===== config.mk =====
export PLATFORM = sky130hd
export DESIGN_NAME = win_scan_ctrl
export DESIGN_NICKNAME = d
export VERILOG_FILES = /design/src/rtl/c4_pkg.sv /design/src/rtl/win_scan_addr.sv /design/src/rtl/win_scan_ctrl.sv
export SDC_FILE = /design/constraint.sdc
export NUM_CORES = 1
export LEC_CHECK = 0
export CORE_MARGIN = 5
export CORE_UTILIZATION = 65
export DETAILED_ROUTE_END_ITERATION = 8
export DONT_BUFFER_PORTS = 1
export PLACE_DENSITY = 0.81
export SKIP_CTS_REPAIR_TIMING = 1
export SYNTH_ARGS = -nofsm -noshare
export SYNTH_HDL_FRONTEND = slang
export SYNTH_SLANG_ARGS = --single-unit

===== constraint.sdc =====
create_clock -name CLOCK_50 -period 8.73 [get_ports CLOCK_50]
set_clock_uncertainty 0.1 [all_clocks]
set_input_delay 1.746 -clock CLOCK_50 [delete_from_list [all_inputs] [get_ports CLOCK_50]]
set_output_delay 1.746 -clock CLOCK_50 [all_outputs]
set_load 0.02 [all_outputs]

===== src/rtl/c4_pkg.sv =====
// Shared board constants, cell codes, scan FSM states and direction deltas
// for the connect-four win scanner.
package c4_pkg;

    localparam int unsigned C4_ROWS    = 6;
    localparam int unsigned C4_COLS    = 7;
    localparam int unsigned C4_WIN_LEN = 4;
    localparam int unsigned C4_CELL_W  = 2;

    localparam logic [1:0] EMPTY = 2'b00;
    localparam logic [1:0] P1    = 2'b01;
    localparam logic [1:0] P2    = 2'b10;

    typedef enum logic [2:0] {
        StIdle,
        StDir,
        StRead,
        StCmp,
        StDone
    } state_e;

    // Direction d: (drow, dcol) = (0,+1), (+1,0), (+1,+1), (+1,-1)
    localparam logic signed [3:0] DIR_DR [4] = '{4'sd0, 4'sd1, 4'sd1, 4'sd1};
    localparam logic signed [3:0] DIR_DC [4] = '{4'sd1, 4'sd0, 4'sd1, -4'sd1};

endpackage


===== src/rtl/win_scan_addr.sv =====
// Maps a signed (row, col) board coordinate to its in-bounds flag and the
// linear board index row*COLS+col.
module win_scan_addr #(
    parameter int unsigned ROWS = 6,
    parameter int unsigned COLS = 7
) (
    input  logic signed [3:0] r,
    input  logic signed [3:0] c,
    output logic              in_bounds,
    output logic [5:0]        addr
);

    localparam logic [3:0] ROWS4 = 4'(ROWS);
    localparam logic [3:0] COLS4 = 4'(COLS);
    localparam logic [5:0] COLS6 = 6'(COLS);

    always_comb begin
        in_bounds = !r[3] && !c[3] && ($unsigned(r) < ROWS4) && ($unsigned(c) < COLS4);
        // Index is meaningless when out of bounds; callers gate on in_bounds.
        addr      = {2'b00, r} * COLS6 + {2'b00, c};
    end

endmodule


===== src/rtl/win_scan_ctrl.sv =====
// Post-placement win scanner: probes the board outward from the placed cell in
// four directions. Optional draw detection is enabled by WIN_SCAN_DRAW_EN.
module win_scan_ctrl
    import c4_pkg::*;
#(
    parameter int unsigned ROWS    = c4_pkg::C4_ROWS,
    parameter int unsigned COLS    = c4_pkg::C4_COLS,
    parameter int unsigned WIN_LEN = c4_pkg::C4_WIN_LEN,
    parameter int unsigned CELL_W  = c4_pkg::C4_CELL_W
) (
    input  logic              CLOCK_50,
    input  logic              Resetn,
    input  logic              start,
    input  logic [2:0]        row,
    input  logic [2:0]        col,
    input  logic [CELL_W-1:0] player,
    output logic              rd_en,
    output logic [5:0]        rd_addr,
    input  logic [CELL_W-1:0] rd_data,
    output logic              busy,
    output logic              done,
    output logic              win
`ifdef WIN_SCAN_DRAW_EN
    ,
    output logic              draw
`endif
);

    localparam logic [3:0] ROWS4 = 4'(ROWS);
    localparam logic [3:0] COLS4 = 4'(COLS);
    localparam logic [3:0] WIN4  = 4'(WIN_LEN);

    state_e state_q, state_d;
    logic signed [3:0] pr_q, pr_d, pc_q, pc_d;
    logic signed [3:0] cr_q, cr_d, cc_q, cc_d;
    logic [CELL_W-1:0] player_q, player_d;
    logic [1:0] dir_q, dir_d;
    logic       bwd_q, bwd_d;
    logic [3:0] cnt_q, cnt_d;
    logic       win_q, win_d;
    logic       rd_en_q, rd_en_d;
    logic [5:0] rd_addr_q, rd_addr_d;
    logic       arm_end, end_bwd;

    logic signed [3:0] dr, dc;
    logic signed [3:0] fwd_r, fwd_c, bwd_r, bwd_c, stp_r, stp_c;
    logic              fwd_ok, bwd_ok, stp_ok;
    logic [5:0]        fwd_addr, bwd_addr, stp_addr;

    always_comb begin
        dr    = DIR_DR[dir_q];
        dc    = DIR_DC[dir_q];
        fwd_r = pr_q + dr;
        fwd_c = pc_q + dc;
        bwd_r = pr_q - dr;
        bwd_c = pc_q - dc;
        stp_r = bwd_q ? cr_q - dr : cr_q + dr;
        stp_c = bwd_q ? cc_q - dc : cc_q + dc;
    end

    win_scan_addr #(.ROWS(ROWS), .COLS(COLS)) u_fwd_addr (
        .r         (fwd_r),
        .c         (fwd_c),
        .in_bounds (fwd_ok),
        .addr      (fwd_addr)
    );

    win_scan_addr #(.ROWS(ROWS), .COLS(COLS)) u_bwd_addr (
        .r         (bwd_r),
        .c         (bwd_c),
        .in_bounds (bwd_ok),
        .addr      (bwd_addr)
    );

    win_scan_addr #(.ROWS(ROWS), .COLS(COLS)) u_stp_addr (
        .r         (stp_r),
        .c         (stp_c),
        .in_bounds (stp_ok),
        .addr      (stp_addr)
    );

    always_comb begin
        state_d   = state_q;
        pr_d      = pr_q;
        pc_d      = pc_q;
        cr_d      = cr_q;
        cc_d      = cc_q;
        player_d  = player_q;
        dir_d     = dir_q;
        bwd_d     = bwd_q;
        cnt_d     = cnt_q;
        win_d     = win_q;
        rd_en_d   = 1'b0;
        rd_addr_d = rd_addr_q;
        arm_end   = 1'b0;
        end_bwd   = bwd_q;

        case (state_q)
            StIdle: begin
                if (start) begin
                    pr_d     = {1'b0, row};
                    pc_d     = {1'b0, col};
                    player_d = player;
                    dir_d    = 2'd0;
                    win_d    = 1'b0;
                    if (player == '0 || {1'b0, row} >= ROWS4 || {1'b0, col} >= COLS4) begin
                        state_d = StDone;
                    end else begin
                        state_d = StDir;
                    end
                end
            end
            StDir: begin
                cnt_d = 4'd1;
                if (fwd_ok) begin
                    bwd_d     = 1'b0;
                    cr_d      = fwd_r;
                    cc_d      = fwd_c;
                    rd_en_d   = 1'b1;
                    rd_addr_d = fwd_addr;
                    state_d   = StRead;
                end else begin
                    arm_end = 1'b1;
                    end_bwd = 1'b0;
                end
            end
            StRead: state_d = StCmp;
            StCmp: begin
                if (rd_data == player_q) begin
                    cnt_d = cnt_q + 4'd1;
                    if (cnt_d == WIN4) begin
                        win_d   = 1'b1;
                        state_d = StDone;
                    end else if (stp_ok) begin
                        cr_d      = stp_r;
                        cc_d      = stp_c;
                        rd_en_d   = 1'b1;
                        rd_addr_d = stp_addr;
                        state_d   = StRead;
                    end else begin
                        arm_end = 1'b1;
                    end
                end else begin
                    arm_end = 1'b1;
                end
            end
            StDone:  state_d = StIdle;
            default: state_d = StIdle;
        endcase

        // A finished forward arm hands over to the backward arm; a finished
        // backward arm advances the direction.
        if (arm_end) begin
            if (!end_bwd && bwd_ok) begin
                bwd_d     = 1'b1;
                cr_d      = bwd_r;
                cc_d      = bwd_c;
                rd_en_d   = 1'b1;
                rd_addr_d = bwd_addr;
                state_d   = StRead;
            end else if (dir_q == 2'd3) begin
                state_d = StDone;
            end else begin
                dir_d   = dir_q + 2'd1;
                state_d = StDir;
            end
        end
    end

    always_ff @(posedge CLOCK_50 or negedge Resetn) begin
        if (!Resetn) begin
            state_q   <= StIdle;
            pr_q      <= '0;
            pc_q      <= '0;
            cr_q      <= '0;
            cc_q      <= '0;
            player_q  <= '0;
            dir_q     <= '0;
            bwd_q     <= 1'b0;
            cnt_q     <= '0;
            win_q     <= 1'b0;
            rd_en_q   <= 1'b0;
            rd_addr_q <= '0;
        end else begin
            state_q   <= state_d;
            pr_q      <= pr_d;
            pc_q      <= pc_d;
            cr_q      <= cr_d;
            cc_q      <= cc_d;
            player_q  <= player_d;
            dir_q     <= dir_d;
            bwd_q     <= bwd_d;
            cnt_q     <= cnt_d;
            win_q     <= win_d;
            rd_en_q   <= rd_en_d;
            rd_addr_q <= rd_addr_d;
        end
    end

`ifdef WIN_SCAN_DRAW_EN
    localparam logic [5:0] NCELLS = 6'(ROWS * COLS);

    logic [5:0] place_cnt_q, place_cnt_d;
    logic       draw_q, draw_d;

    always_comb begin
        place_cnt_d = place_cnt_q;
        draw_d      = draw_q;
        if (state_q == StIdle && start) begin
            draw_d = 1'b0;
            if (player != '0) begin
                place_cnt_d = place_cnt_q + 6'd1;
            end
        end
        if (state_d == StDone && state_q != StDone) begin
            draw_d = !win_d && (place_cnt_d == NCELLS);
        end
    end

    always_ff @(posedge CLOCK_50 or negedge Resetn) begin
        if (!Resetn) begin
            place_cnt_q <= '0;
            draw_q      <= 1'b0;
        end else begin
            place_cnt_q <= place_cnt_d;
            draw_q      <= draw_d;
        end
    end

    assign draw = draw_q;
`endif

    assign rd_en   = rd_en_q;
    assign rd_addr = rd_addr_q;
    assign busy    = (state_q != StIdle);
    assign done    = (state_q == StDone);
    assign win     = win_q;

endmodule


After elaboration in Yosys (flattened, before gate mapping)
Cells that the tools add are included.
W data, S select, Z words.
- add/subtract/negate cells: 13
- multipliers: 3
- divide/modulo/power cells: 0
- $lt $le $gt $ge: 9
- eq/ne operators: 14
- shift-type cells: 0
- multiplexer cells: 68
- bitwise gates (word level): 1
- reduce and logical (&&, ||, !) cells: 28
- operator list (operator ; number):
    $mux W4 ; 19
    $mux W6 ; 6
    $mux W3 ; 9
    $lt A4 B3 Y1 const B ; 6
    $pmux W4 S2 ; 3
    $mux W1 ; 19
    $add A6 B4 Y6 ; 3
    $mul A4 B3 Y6 const B ; 3
    $add A4 B4 Y4 ; 4
    $bmux W4 S2 ; 2
    $sub A4 B4 Y4 ; 4
    $pmux W3 S4 ; 1
    $pmux W6 S2 ; 1
    $logic_and A1 B1 Y1 ; 10
    $mux W2 ; 5
    $ge A3 B3 Y1 const B ; 3
    $ne A3 B3 Y1 const B ; 3
    $reduce_and A4 Y1 ; 2
    $logic_not A1 Y1 ; 7
    $eq A3 B2 Y1 const B ; 2
    $ne A2 B2 Y1 const B ; 3
    $pmux W1 S2 ; 3
    $add A4 B1 Y4 const B ; 1
    $eq A4 B3 Y1 const B ; 1
    13 further kinds ; 16
- bits in registers: 34
- latch bits: 0
- bits in writable memories: 0
- bits in read-only memories: 0
- input port bits: 13
- output and inout bits: 10
- word-level logic and storage cells: 148
- memories kept: 0

Logic depth before layout (Yosys ltp)
Gate-level depths: netlist of run 1.
- depth after elaboration: 16
- gate-level depth with buffers: 20

Cells and area by module
From an unflattened synthesis of run 1, not the netlist that was laid out.
- cell total of the unflattened synthesis: 425
- area, all modules: 3773.6 µm²
- by module, submodules not included (module ; times used ; cells each ; area an instance (µm²) ; sequential area each (µm²)):
    win_scan_ctrl ; 1 ; 284 ; 2568.7 ; 850.8
    win_scan_addr ; 3 ; 47 ; 401.6 ; 0.0

Worst setup path before layout of run 1
No wires, ideal clock.
- path type: register to register
- from: register dir_q[0]
- to: register rd_addr_q[5], in the netlist rd_addr[5]
- library setup time: 0.134 ns
- data arrival time: 4.246 ns
- path slack: 4.250 ns
- cell stages (with the launch flop): 17
- clock period less this slack: 4.480 ns
- cells stage by stage: dfrtp_1 inv_1 ha_1 or2_2 fa_1 xor2_1 inv_1 fa_1 inv_1 fa_1 fa_1 a21o_1 a21oi_1 xor2_1 xnor2_1 a222oi_1 mux2i_1
- cells in the longest elaborated chain, start to end: 16
- elaborated cells on any way between the ends: 60
- those cells by class: add/sub: 11; mul: 3; order compare: 6; mux: 22; bitwise: 1; reduce/logical: 17
- RTL lines (element ; line ; RTL):
    start, declared ; win_scan_ctrl.sv:37 ; logic [1:0] dir_q, dir_d;
    start signal, assigned ; win_scan_ctrl.sv:191 ; dir_q <= dir_d;
    $not A2 Y3 (not written as such) (*) ; win_scan_ctrl.sv:51, win_scan_ctrl.sv:52 ;
    branches (longest 14 deep; another with $mul A4 B3 Y6) ; -- ;
    $mux W6 (*) ; win_scan_ctrl.sv:153 ; if (arm_end) begin
    via rd_addr_d[5] ; win_scan_ctrl.sv:42 ; logic [5:0] rd_addr_q, rd_addr_d;
    end signal, assigned ; win_scan_ctrl.sv:196 ; rd_addr_q <= rd_addr_d;
    end, declared ; win_scan_ctrl.sv:42 ;
Mark *: on every way through the listed nets, which the timed path passes. The select of a mux whose other input is x is not followed.
A chain may end at the register's enable or synchronous reset.

Final worst setup path of run 1
Ends and elaborated chain as after synthesis.

==> run_summary.xml, run 1 <==
<?xml version="1.0" encoding="UTF-8"?>
<metrics>
  <group name="grt">
    <metric name="grt_usage" unit="">0.227</metric>
    <metric name="grt_first_pass_wirelength" unit="µm">13000</metric>
    <metric name="number_of_global_route_vias_before_repair" unit="">2663</metric>
    <metric name="grt_antenna_before_repair" unit="">0</metric>
    <metric name="grt.overflow.total" unit="">0</metric>
    <metric name="maximum_number_of_pins_on_one_net_before_global_route_repair" unit="">35</metric>
  </group>
  <group name="clock_network">
    <metric name="number_of_clock_sinks_seen_by_cts" unit="">34</metric>
    <metric name="clock_tree_from_tritoncts" unit="">built</metric>
    <metric name="clk-insertion-delay-late" unit="ns">0.28</metric>
    <metric name="cts_max_level" unit="">2</metric>
    <metric name="cts_made_buffers" unit="">5</metric>
    <metric name="clock_tree.buffer_depth" unit="">2</metric>
    <metric name="clk_pin_slew_worst_paths" unit="ns">0.07</metric>
    <metric name="root_buffer" unit="">clkbuf_8</metric>
  </group>
  <group name="cells_and_area">
    <metric name="fin_nets" unit="">458</metric>
    <metric name="layoutNonFillerInstCount" unit="">444</metric>
    <metric name="utilization" unit="">0.688</metric>
    <metric name="final_layout_size_suffix_gt1_frac" unit="">0.0753</metric>
    <metric name="antenna_cells" unit="">0</metric>
    <metric name="layout_common_cells" unit="">ha_1 (54), inv_1 (52), dfrtp_1 (34)</metric>
    <metric name="flow.area_growth_from_synthesis" unit="%">4.04</metric>
    <metric name="layout.cells.most_common" unit="">ha_1</metric>
  </group>
  <group name="synthesis">
    <metric name="synth_largest_area_cell" unit="">dfrtp_1</metric>
    <metric name="synth.yosys.warnings" unit="">0</metric>
    <metric name="yosys_register_bits" unit="">34</metric>
    <metric name="synth-edff-count" unit="">0</metric>
    <metric name="netlist_top_cells_area" unit="">dfrtp_1 (24%), ha_1 (19%), fa_1 (11%)</metric>
    <metric name="main_flop_type_after_synthesis" unit="">dfrtp_1</metric>
    <metric name="async_flop_share" unit="">1.00</metric>
    <metric name="mean_instance_size_in_the_synthesized_netlist" unit="µm²">9.67</metric>
    <metric name="synth_fp_nets" unit="">459</metric>
    <metric name="synth_largest_type_area_fraction" unit="">0.237</metric>
    <metric name="sequential_area_share_after_synthesis" unit="">0.237</metric>
    <metric name="syn-instance-count" unit="">372</metric>
    <metric name="distinct_cells_synth" unit="">54</metric>
    <metric name="synth_area" unit="µm²">3600</metric>
  </group>
  <group name="detailed_routing">
    <metric name="detail_route.drc_violations" unit="">0</metric>
    <metric name="detail_route.vias_per_cell" unit="">6.07</metric>
    <metric name="drt.antenna.violating_nets" unit="">0</metric>
    <metric name="totalWireLength" unit="µm">7920</metric>
    <metric name="drt_first_pass_iters" unit="">5</metric>
    <metric name="via_total_after_detailed_routing" unit="">2693</metric>
    <metric name="post_drt_wl_per_cell" unit="µm">17.8</metric>
    <metric name="drt-initial-drc-count" unit="">160</metric>
  </group>
  <group name="critical_path">
    <metric name="slowest_stage" unit="">fa_1</metric>
    <metric name="critical-path-max-stage-delay" unit="ns">0.53</metric>
    <metric name="arrival" unit="ns">4.92</metric>
    <metric name="cp-start-kind" unit="">flip-flop</metric>
    <metric name="startpoint" unit="">dir_q[0]$_DFF_PN0_</metric>
    <metric name="crit_chain" unit="">ha_1, inv_1, ha_1, nor2_1, a21oi_1, ha_1, nor2b_1, o21a_1, nor3_4, nor2_1, fa_1, inv_1, ha_1, a21o_1, a21oi_1, xor2_1, xnor2_1, a222oi_1, mux2i_1</metric>
    <metric name="critPathKind" unit="">reg2reg</metric>
    <metric name="r2r-start" unit="">dir_q[0]$_DFF_PN0_</metric>
    <metric name="crit_path_frequent_cell" unit="">ha_1</metric>
    <metric name="crit_required" unit="ns">8.77</metric>
    <metric name="cp-end-kind" unit="">flip-flop</metric>
    <metric name="critical_path.max_fanout" unit="">9</metric>
  </group>
  <group name="timing">
    <metric name="final_max_slew_viol_count" unit="">0</metric>
    <metric name="final_min_period_over_clock_period" unit="">0.559</metric>
    <metric name="timing.slew.headroom" unit="">0.346</metric>
    <metric name="tightest_pin_transition" unit="ns">0.978</metric>
    <metric name="unrepaired_setup_endpoints_after_global_routing" unit="">false</metric>
    <metric name="fin_crit" unit="ns">4.88</metric>
    <metric name="setup-violations-final" unit="">0</metric>
    <metric name="fin_tns_setup" unit="ns">0</metric>
    <metric name="final_hold_viol_count" unit="">0</metric>
    <metric name="layout_setup_ws" unit="ns">3.85</metric>
    <metric name="max_freq" unit="MHz">205</metric>
  </group>
  <group name="floorplanning">
    <metric name="dieArea" unit="µm²">7120</metric>
    <metric name="fp.dieH" unit="µm">84.4</metric>
    <metric name="ioPinCount" unit="">23</metric>
    <metric name="die_w" unit="µm">84.4</metric>
    <metric name="placeableCoreArea" unit="µm²">5440</metric>
    <metric name="rows" unit="">27</metric>
    <metric name="initial_core_util" unit="">0.661</metric>
  </group>
  <group name="hold_path">
    <metric name="worst_hold_path_type" unit="">reg2reg</metric>
    <metric name="worst_hold_startpoint" unit="">player_q[1]$_DFFE_PN0P_</metric>
  </group>
  <group name="placement">
    <metric name="detailedPlace.worstSlack" unit="ns">3.88</metric>
    <metric name="dp_cells" unit="">436</metric>
    <metric name="globalplace.congestion" unit="">0.916</metric>
    <metric name="count_of_buffers_from_port_buffering" unit="">0</metric>
    <metric name="dp_hpwl" unit="µm">6270</metric>
  </group>
  <group name="job">
    <metric name="cap_violations" unit="">0</metric>
  </group>
  <group name="status">
    <metric name="run_status" unit="">complete, no violations</metric>
  </group>
</metrics>
-- sequential cells by signal, indices dropped and copies added, names as in the netlist, 2 cells and up --
register and flops:
cc_q 4, pr_q 3, dir_q 2, player_q 2, state_q 3, pc_q 3
rd_addr 6, cnt_q 4, cr_q 4
-- per-layer routing --
metal  up-vias  GRT usage  wire length (µm)
li1       1289          -                 -
met1      1286      0.301              3440
met2       100      0.379              3820
met3        18     0.0393               446
met4         0     0.0748               214
met5         -          0                 0
-- layout make-up --
cell class | instances | area, µm²
multi-input combinational | 277 | 2500
fill | 409 | 1700
sequential | 34 | 851
inverter | 52 | 195
tap | 72 | 90.1
clock buffer | 6 | 82.6
clock inverter | 2 | 12.5
timing repair buffer | 1 | 7.51
-- synthesized netlist by cell type (2+ instances only) --
library cell / number
nand2_1: 16
clkbuf_1: 4
o31ai_1: 5
nor2b_1: 3
a222oi_1: 4
a22o_1: 4
a31oi_1: 11
a32oi_1: 3
inv_1: 52
a21oi_1: 16
buf_2: 2
mux2i_1: 9
nand2b_1: 4
nor2_1: 16
nor3_1: 4
ha_1: 54
a21o_1: 10
fa_1: 20
nand3b_1: 3
xnor2_1: 14
o21ai_0: 17
mux2_2: 10
or2_2: 4
nor3b_1: 5
nand3_1: 4
a22oi_1: 3
dfrtp_1: 34
or3_1: 4
o21a_1: 4
xor2_1: 9
-- worst paths after layout --
| path | to | slack [ns] | depth (start not counted) |
|---|---|---|---|
| max reg2reg | rd_addr[5]$_DFF_PN0_ | 3.85 | 19 |
| min in group asynchronous | pr_q[2]$_DFFE_PN0P_ | 1.05 | 0 |
| max in group asynchronous | state_q[0]$_DFFE_PN0P_ | 7.40 | 0 |
| min reg2reg | player_q[1]$_DFFE_PN0P_ | 0.44 | 1 |
| max | rd_addr[5]$_DFF_PN0_ | 3.85 | 19 |
| min | player_q[1]$_DFFE_PN0P_ | 0.44 | 1 |
-- logic make-up after synthesis --
| logic type | after synthesis | share of synthesized area |
|---|---|---|
| buf+inv | 61 | 0.0675 |
| compound gates | 87 | 0.165 |
| mux | 20 | 0.0626 |
| simple gates | 72 | 0.109 |
| flops | 34 | 0.237 |
| xor+xnor | 24 | 0.0605 |
| fa+ha+maj | 74 | 0.299 |
-- worst max-delay path, delay by kind of cell (launching register included) --
kind,cells,cell delay [ns]
fa+ha+maj,5,1.91
xor+xnor,2,0.29
simple gates,4,0.50
buf+inv,2,0.30
mux,1,0.11
flops,1,0.42
compound gates,5,1.12
-- metrics by stage --
step                      cell area (µm²)  hold WS [ns]
after CTS                            3740         0.441
final                                3740         0.442
after global placement               3650         0.413
after floorplan                      3600         0.392
after detailed placement             3650         0.425
after global routing                 3740         0.460
Power of run 1 is not shown: default switching activity piles up to over one toggle a cycle in this logic, so the estimate is an artifact.
==> run 2: changes to the inputs <==
==> constraint.sdc (replaced) <==
create_clock -name CLOCK_50 -period 5.1 [get_ports CLOCK_50]
set_clock_uncertainty 0.1 [all_clocks]
set_input_delay 1.02 -clock CLOCK_50 [delete_from_list [all_inputs] [get_ports CLOCK_50]]
set_output_delay 1.02 -clock CLOCK_50 [all_outputs]
set_load 0.02 [all_outputs]
==> run 2 against run 1 <==
- sequential cell count unchanged
- setup slack worse by 3.5 ns
- routed wire length up 3.7%
- first-iteration DRC count increased by 75%
- register-to-register slack worse by 3.5 ns
- sequential share of layout area fell by 0.39 points
- critical path depth unchanged
- die area unchanged
- critical path type unchanged
- critical endpoint unchanged
- largest cell class unchanged
==> run_summary.xml, run 2 (synthesis results as in run 1) <==
<?xml version="1.0" encoding="UTF-8"?>
<metrics>
  <group name="status">
    <metric name="run_status" unit="">complete, no violations</metric>
  </group>
  <group name="clock_network">
    <metric name="clock_tree_from_tritoncts" unit="">built</metric>
    <metric name="clk_pin_slew_worst_paths" unit="ns">0.08</metric>
    <metric name="root_buffer" unit="">clkbuf_8</metric>
    <metric name="cts_max_level" unit="">2</metric>
    <metric name="cts_made_buffers" unit="">5</metric>
    <metric name="clock_tree.buffer_depth" unit="">2</metric>
    <metric name="clk-insertion-delay-late" unit="ns">0.29</metric>
    <metric name="number_of_clock_sinks_seen_by_cts" unit="">34</metric>
  </group>
  <group name="critical_path">
    <metric name="cp-end-kind" unit="">flip-flop</metric>
    <metric name="setup.reg_to_reg.worst_slack" unit="ns">0.31</metric>
    <metric name="critPathKind" unit="">reg2reg</metric>
    <metric name="r2r-start" unit="">dir_q[0]$_DFF_PN0_</metric>
    <metric name="critical_path.max_fanout" unit="">9</metric>
    <metric name="critical_path.reg2reg.endpoint" unit="">rd_addr[5]$_DFF_PN0_</metric>
    <metric name="crit_required" unit="ns">5.16</metric>
    <metric name="r2r_cells" unit="">19</metric>
    <metric name="arrival" unit="ns">4.84</metric>
    <metric name="cp-start-kind" unit="">flip-flop</metric>
  </group>
  <group name="job">
    <metric name="cap_violations" unit="">0</metric>
  </group>
  <group name="grt">
    <metric name="maximum_number_of_pins_on_one_net_before_global_route_repair" unit="">35</metric>
    <metric name="grt_antenna_before_repair" unit="">0</metric>
    <metric name="number_of_global_route_vias_before_repair" unit="">2809</metric>
    <metric name="grt_first_pass_wirelength" unit="µm">13800</metric>
    <metric name="grt.overflow.total" unit="">0</metric>
    <metric name="grt_usage" unit="">0.242</metric>
  </group>
  <group name="detailed_routing">
    <metric name="detail_route.vias_per_cell" unit="">6.23</metric>
    <metric name="detail_route.drc_violations" unit="">0</metric>
    <metric name="routed-wl-met3" unit="µm">451</metric>
    <metric name="drt-initial-drc-count" unit="">280</metric>
    <metric name="highest-signal-layer" unit="">met4</metric>
    <metric name="post_drt_wl_per_cell" unit="µm">18.4</metric>
    <metric name="totalWireLength" unit="µm">8210</metric>
    <metric name="drt.antenna.violating_nets" unit="">0</metric>
    <metric name="via_total_after_detailed_routing" unit="">2774</metric>
    <metric name="m1WireLength" unit="µm">3500</metric>
    <metric name="drt_first_pass_iters" unit="">5</metric>
    <metric name="met2_wirelength" unit="µm">4080</metric>
  </group>
  <group name="placement">
    <metric name="dp_hpwl" unit="µm">6480</metric>
    <metric name="detailedPlace.worstSlack" unit="ns">0.259</metric>
    <metric name="count_of_buffers_from_port_buffering" unit="">0</metric>
    <metric name="globalplace.congestion" unit="">0.910</metric>
  </group>
  <group name="cells_and_area">
    <metric name="flow.area_growth_from_synthesis" unit="%">5.85</metric>
    <metric name="layout_common_cells" unit="">ha_1 (53), inv_1 (52), dfrtp_1 (34)</metric>
    <metric name="largest_register_ffs" unit="">6</metric>
    <metric name="layout.filler_cells" unit="">401</metric>
    <metric name="fin_nets" unit="">459</metric>
    <metric name="final_layout_size_suffix_gt1_frac" unit="">0.0831</metric>
    <metric name="antenna_cells" unit="">0</metric>
    <metric name="layout.cells.most_common" unit="">ha_1</metric>
    <metric name="utilization" unit="">0.700</metric>
  </group>
  <group name="timing">
    <metric name="final_min_period_over_clock_period" unit="">0.938</metric>
    <metric name="final_hold_viol_count" unit="">0</metric>
    <metric name="fin_tns_setup" unit="ns">0</metric>
    <metric name="timing.slew.headroom" unit="">0.379</metric>
    <metric name="fin_crit" unit="ns">4.79</metric>
    <metric name="unrepaired_setup_endpoints_after_global_routing" unit="">false</metric>
    <metric name="layout_setup_ws" unit="ns">0.315</metric>
    <metric name="tightest_pin_transition" unit="ns">0.929</metric>
    <metric name="setup-violations-final" unit="">0</metric>
    <metric name="max_freq" unit="MHz">209</metric>
    <metric name="final_max_slew_viol_count" unit="">0</metric>
  </group>
  <group name="floorplanning">
    <metric name="placeableCoreArea" unit="µm²">5440</metric>
    <metric name="fp.dieH" unit="µm">84.4</metric>
    <metric name="ioPinCount" unit="">23</metric>
    <metric name="initial_core_util" unit="">0.661</metric>
    <metric name="dieArea" unit="µm²">7120</metric>
    <metric name="die_w" unit="µm">84.4</metric>
    <metric name="rows" unit="">27</metric>
  </group>
  <group name="hold_path">
    <metric name="worst_hold_path_type" unit="">in2async</metric>
  </group>
</metrics>
-- run 2: how the worst max path moves through the flow --
stage	to	slack, ns	from
finish	rd_addr[5]$_DFF_PN0_	0.31	dir_q[0]$_DFF_PN0_
global placement	rd_addr[5]$_DFF_PN0_	0.45	dir_q[0]$_DFF_PN0_
floorplan	rd_addr[5]$_DFF_PN0_	0.62	dir_q[0]$_DFF_PN0_
global route	rd_addr[5]$_DFF_PN0_	0.02	dir_q[0]$_DFF_PN0_
detailed placement	rd_addr[5]$_DFF_PN0_	0.26	dir_q[0]$_DFF_PN0_
CTS	rd_addr[5]$_DFF_PN0_	0.23	dir_q[0]$_DFF_PN0_
-- run 2: per-layer routing --
metal,track usage,vias up
met5,0,-
met4,0.0532,0
met3,0.0422,19
met2,0.428,100
met1,0.310,1364
li1,-,1291
-- run 2: worst max-delay path, stage by stage, from the launching register on --
cell      delay, ns
dfrtp_1        0.42
ha_2           0.33
inv_1          0.21
ha_1           0.33
nor2_1         0.04
a21oi_1        0.32
ha_1           0.30
nor2b_1        0.13
o21a_1         0.20
nor3_4         0.24
nor2_1         0.09
fa_1           0.53
inv_1          0.04
ha_1           0.32
a21o_1         0.17
a21oi_1        0.16
xor2_1         0.19
xnor2_1        0.09
a222oi_1       0.31
mux2i_1        0.12
-- run 2: metrics by stage --
step / instance area, µm² / std cells / hold slack (ns)
after global routing: 3810 / 445 / 0.298
after detailed placement: 3650 / 437 / 0.425
after floorplan: 3600 / 372 / 0.392
final: 3810 / 445 / 0.313
after global placement: 3650 / 437 / 0.413
after CTS: 3800 / 445 / 0.313
-- run 2: final cells by class --
type / count / area [µm²] / share of cell area
Clock buffer: 6 / 82.6 / 0.0217
Clock inverter: 2 / 60.1 / 0.0158
Inverter: 52 / 195 / 0.0513
Multi-Input combinational cell: 277 / 2510 / 0.660
Sequential cell: 34 / 851 / 0.224
Tap cell: 72 / 90.1 / 0.0237
Timing Repair Buffer: 2 / 15.0 / 0.00394
Power of run 2 is left out for the same reason.
==> run 3: changes to the inputs <==
--- a/config.mk
+++ b/config.mk
@@ -9,7 +9,7 @@
 export CORE_UTILIZATION = 65
 export DETAILED_ROUTE_END_ITERATION = 8
 export DONT_BUFFER_PORTS = 1
-export PLACE_DENSITY = 0.81
+export PLACE_DENSITY = 0.91
 export SKIP_CTS_REPAIR_TIMING = 1
 export SYNTH_ARGS = -nofsm -noshare
 export SYNTH_HDL_FRONTEND = slang
==> run 3 against run 2 <==
- fmax rose by 0.57%
- register-to-register slack improved by 0.03 ns
- final area did not move
- utilization did not move
- first-iteration DRC count fell by 4.3%
- routed wire length rose by 5.1%
- setup slack improved by 0.027 ns
- worst hold slack got worse by 0.0084 ns
- non-clock buffer count did not move
- global-route usage rose by 1.1 points
- cell count did not move
- critical path depth did not move
==> run_summary.xml, run 3 (synthesis results as in run 1) <==
<?xml version="1.0" encoding="UTF-8"?>
<metrics>
  <group name="status">
    <metric name="run_status" unit="">complete, no violations</metric>
  </group>
  <group name="critical_path">
    <metric name="cp-end-kind" unit="">flip-flop</metric>
    <metric name="critical-path-max-stage-delay" unit="ns">0.53</metric>
    <metric name="crit_required" unit="ns">5.17</metric>
    <metric name="cpLargestDelayFamily" unit="">adder cells</metric>
    <metric name="crit_path_frequent_cell" unit="">ha_1</metric>
    <metric name="cp.depth" unit="">19</metric>
    <metric name="arrival" unit="ns">4.83</metric>
    <metric name="slowest_stage" unit="">fa_1</metric>
    <metric name="critical_path.max_fanout" unit="">9</metric>
    <metric name="critPathKind" unit="">reg2reg</metric>
    <metric name="combined_buffer_and_inverter_count_along_the_critical_path" unit="">2</metric>
    <metric name="cp-start-kind" unit="">flip-flop</metric>
    <metric name="r2r_cells" unit="">19</metric>
    <metric name="crit_chain" unit="">ha_2, inv_1, ha_1, nor2_1, a21oi_1, ha_1, nor2b_1, o21a_1, nor3_4, nor2_1, fa_1, inv_1, ha_1, a21o_1, a21oi_1, xor2_1, xnor2_1, a222oi_1, mux2i_1</metric>
  </group>
  <group name="detailed_routing">
    <metric name="via_total_after_detailed_routing" unit="">2865</metric>
    <metric name="detail_route.drc_violations" unit="">0</metric>
    <metric name="totalWireLength" unit="µm">8620</metric>
    <metric name="detail_route.vias_per_cell" unit="">6.44</metric>
    <metric name="drt.antenna.violating_nets" unit="">0</metric>
    <metric name="post_drt_wl_per_cell" unit="µm">19.4</metric>
    <metric name="drt_first_pass_iters" unit="">6</metric>
    <metric name="drt-initial-drc-count" unit="">268</metric>
  </group>
  <group name="timing">
    <metric name="final_hold_viol_count" unit="">0</metric>
    <metric name="tightest_pin_transition" unit="ns">0.969</metric>
    <metric name="timing.slew.headroom" unit="">0.352</metric>
    <metric name="final_min_period_over_clock_period" unit="">0.933</metric>
    <metric name="setup-violations-final" unit="">0</metric>
    <metric name="fin_tns_setup" unit="ns">0</metric>
    <metric name="final_max_slew_viol_count" unit="">0</metric>
    <metric name="unrepaired_setup_endpoints_after_global_routing" unit="">false</metric>
    <metric name="fin_crit" unit="ns">4.76</metric>
    <metric name="max_freq" unit="MHz">210</metric>
  </group>
  <group name="floorplanning">
    <metric name="ioPinCount" unit="">23</metric>
    <metric name="rows" unit="">27</metric>
    <metric name="dieArea" unit="µm²">7120</metric>
    <metric name="placeableCoreArea" unit="µm²">5440</metric>
    <metric name="initial_core_util" unit="">0.661</metric>
    <metric name="fp.dieH" unit="µm">84.4</metric>
    <metric name="die_w" unit="µm">84.4</metric>
  </group>
  <group name="grt">
    <metric name="number_of_global_route_vias_before_repair" unit="">3045</metric>
    <metric name="grt_usage" unit="">0.253</metric>
    <metric name="grt.overflow.total" unit="">0</metric>
    <metric name="grt_first_pass_wirelength" unit="µm">14500</metric>
    <metric name="grt_antenna_before_repair" unit="">0</metric>
    <metric name="maximum_number_of_pins_on_one_net_before_global_route_repair" unit="">35</metric>
  </group>
  <group name="cells_and_area">
    <metric name="antenna_cells" unit="">0</metric>
    <metric name="fin_nets" unit="">459</metric>
    <metric name="flow.area_growth_from_synthesis" unit="%">5.85</metric>
    <metric name="layout.cells.most_common" unit="">ha_1</metric>
    <metric name="final_layout_size_suffix_gt1_frac" unit="">0.0831</metric>
    <metric name="largest_register_ffs" unit="">6</metric>
    <metric name="layout_common_cells" unit="">ha_1 (53), inv_1 (52), dfrtp_1 (34)</metric>
  </group>
  <group name="clock_network">
    <metric name="root_buffer" unit="">clkbuf_8</metric>
    <metric name="cts_max_level" unit="">2</metric>
    <metric name="clock_tree.buffer_depth" unit="">2</metric>
    <metric name="clk-insertion-delay-late" unit="ns">0.30</metric>
    <metric name="number_of_clock_sinks_seen_by_cts" unit="">34</metric>
    <metric name="clock_tree_from_tritoncts" unit="">built</metric>
    <metric name="cts_made_buffers" unit="">5</metric>
    <metric name="clk_pin_slew_worst_paths" unit="ns">0.08</metric>
  </group>
  <group name="placement">
    <metric name="globalplace.congestion" unit="">0.916</metric>
    <metric name="count_of_buffers_from_port_buffering" unit="">0</metric>
    <metric name="dp_hpwl" unit="µm">6440</metric>
  </group>
  <group name="hold_path">
    <metric name="worst_hold_path_type" unit="">in2async</metric>
  </group>
  <group name="job">
    <metric name="cap_violations" unit="">0</metric>
  </group>
</metrics>
## run 3: cell counts in the layout (fill, tap and decap cells not counted)
No cell type changed its count.
## run 3: through the flow
step           std cells  hold WS (ns)  setup WS (ns)  utilization  instance area (µm²)
4_1_cts              445         0.307          0.236        0.698                 3800
6_report             445         0.305          0.342        0.700                 3810
2_1_floorplan        372         0.392          0.620            -                 3600
3_5_place_dp         437         0.425          0.302        0.672                 3650
5_1_grt              445         0.294         0.0697        0.700                 3810
3_3_place_gp         437         0.414          0.450        0.672                 3650
## run 3: area by class of cell
type	count	area, µm²
multi-input combinational	277	2510
tap	72	90.1
clock inverter	2	60.1
timing repair buffer	2	15.0
inverter	52	195
clock buffer	6	82.6
sequential	34	851
fill	346	1630
## run 3: worst register-to-register path: cells and delay by family, from the launching register on
family | cells | cell delay (ns)
XOR/XNOR | 2 | 0.28
flip-flops | 1 | 0.42
AND/OR/NAND/NOR | 4 | 0.49
buffers and inverters | 2 | 0.26
AO/OA/AOI/OAI | 5 | 1.13
multiplexers | 1 | 0.12
adder cells (fa/ha/maj) | 5 | 1.83
## run 3: worst paths after layout
kind / slack, ns / endpoint / start
min: 0.31 / pc_q[0]$_DFFE_PN0P_ / Resetn
max reg2reg: 0.34 / rd_addr[5]$_DFF_PN0_ / dir_q[0]$_DFF_PN0_
min reg2reg: 0.44 / player_q[0]$_DFFE_PN0P_ / player_q[0]$_DFFE_PN0P_
max in group asynchronous: 4.51 / cr_q[1]$_DFF_PN0_ / Resetn
max: 0.34 / rd_addr[5]$_DFF_PN0_ / dir_q[0]$_DFF_PN0_
min in group CLOCK_50: 0.44 / player_q[0]$_DFFE_PN0P_ / player_q[0]$_DFFE_PN0P_
## run 3: layer usage
| layer | GRT usage | share of wire |
|---|---|---|
| met2 | 0.431 | 0.49 |
| met4 | 0.147 | 0.059 |
| met5 | 0 | 0 |
| met3 | 0.0569 | 0.071 |
| met1 | 0.290 | 0.38 |
Power of run 3 is left out for the same reason.
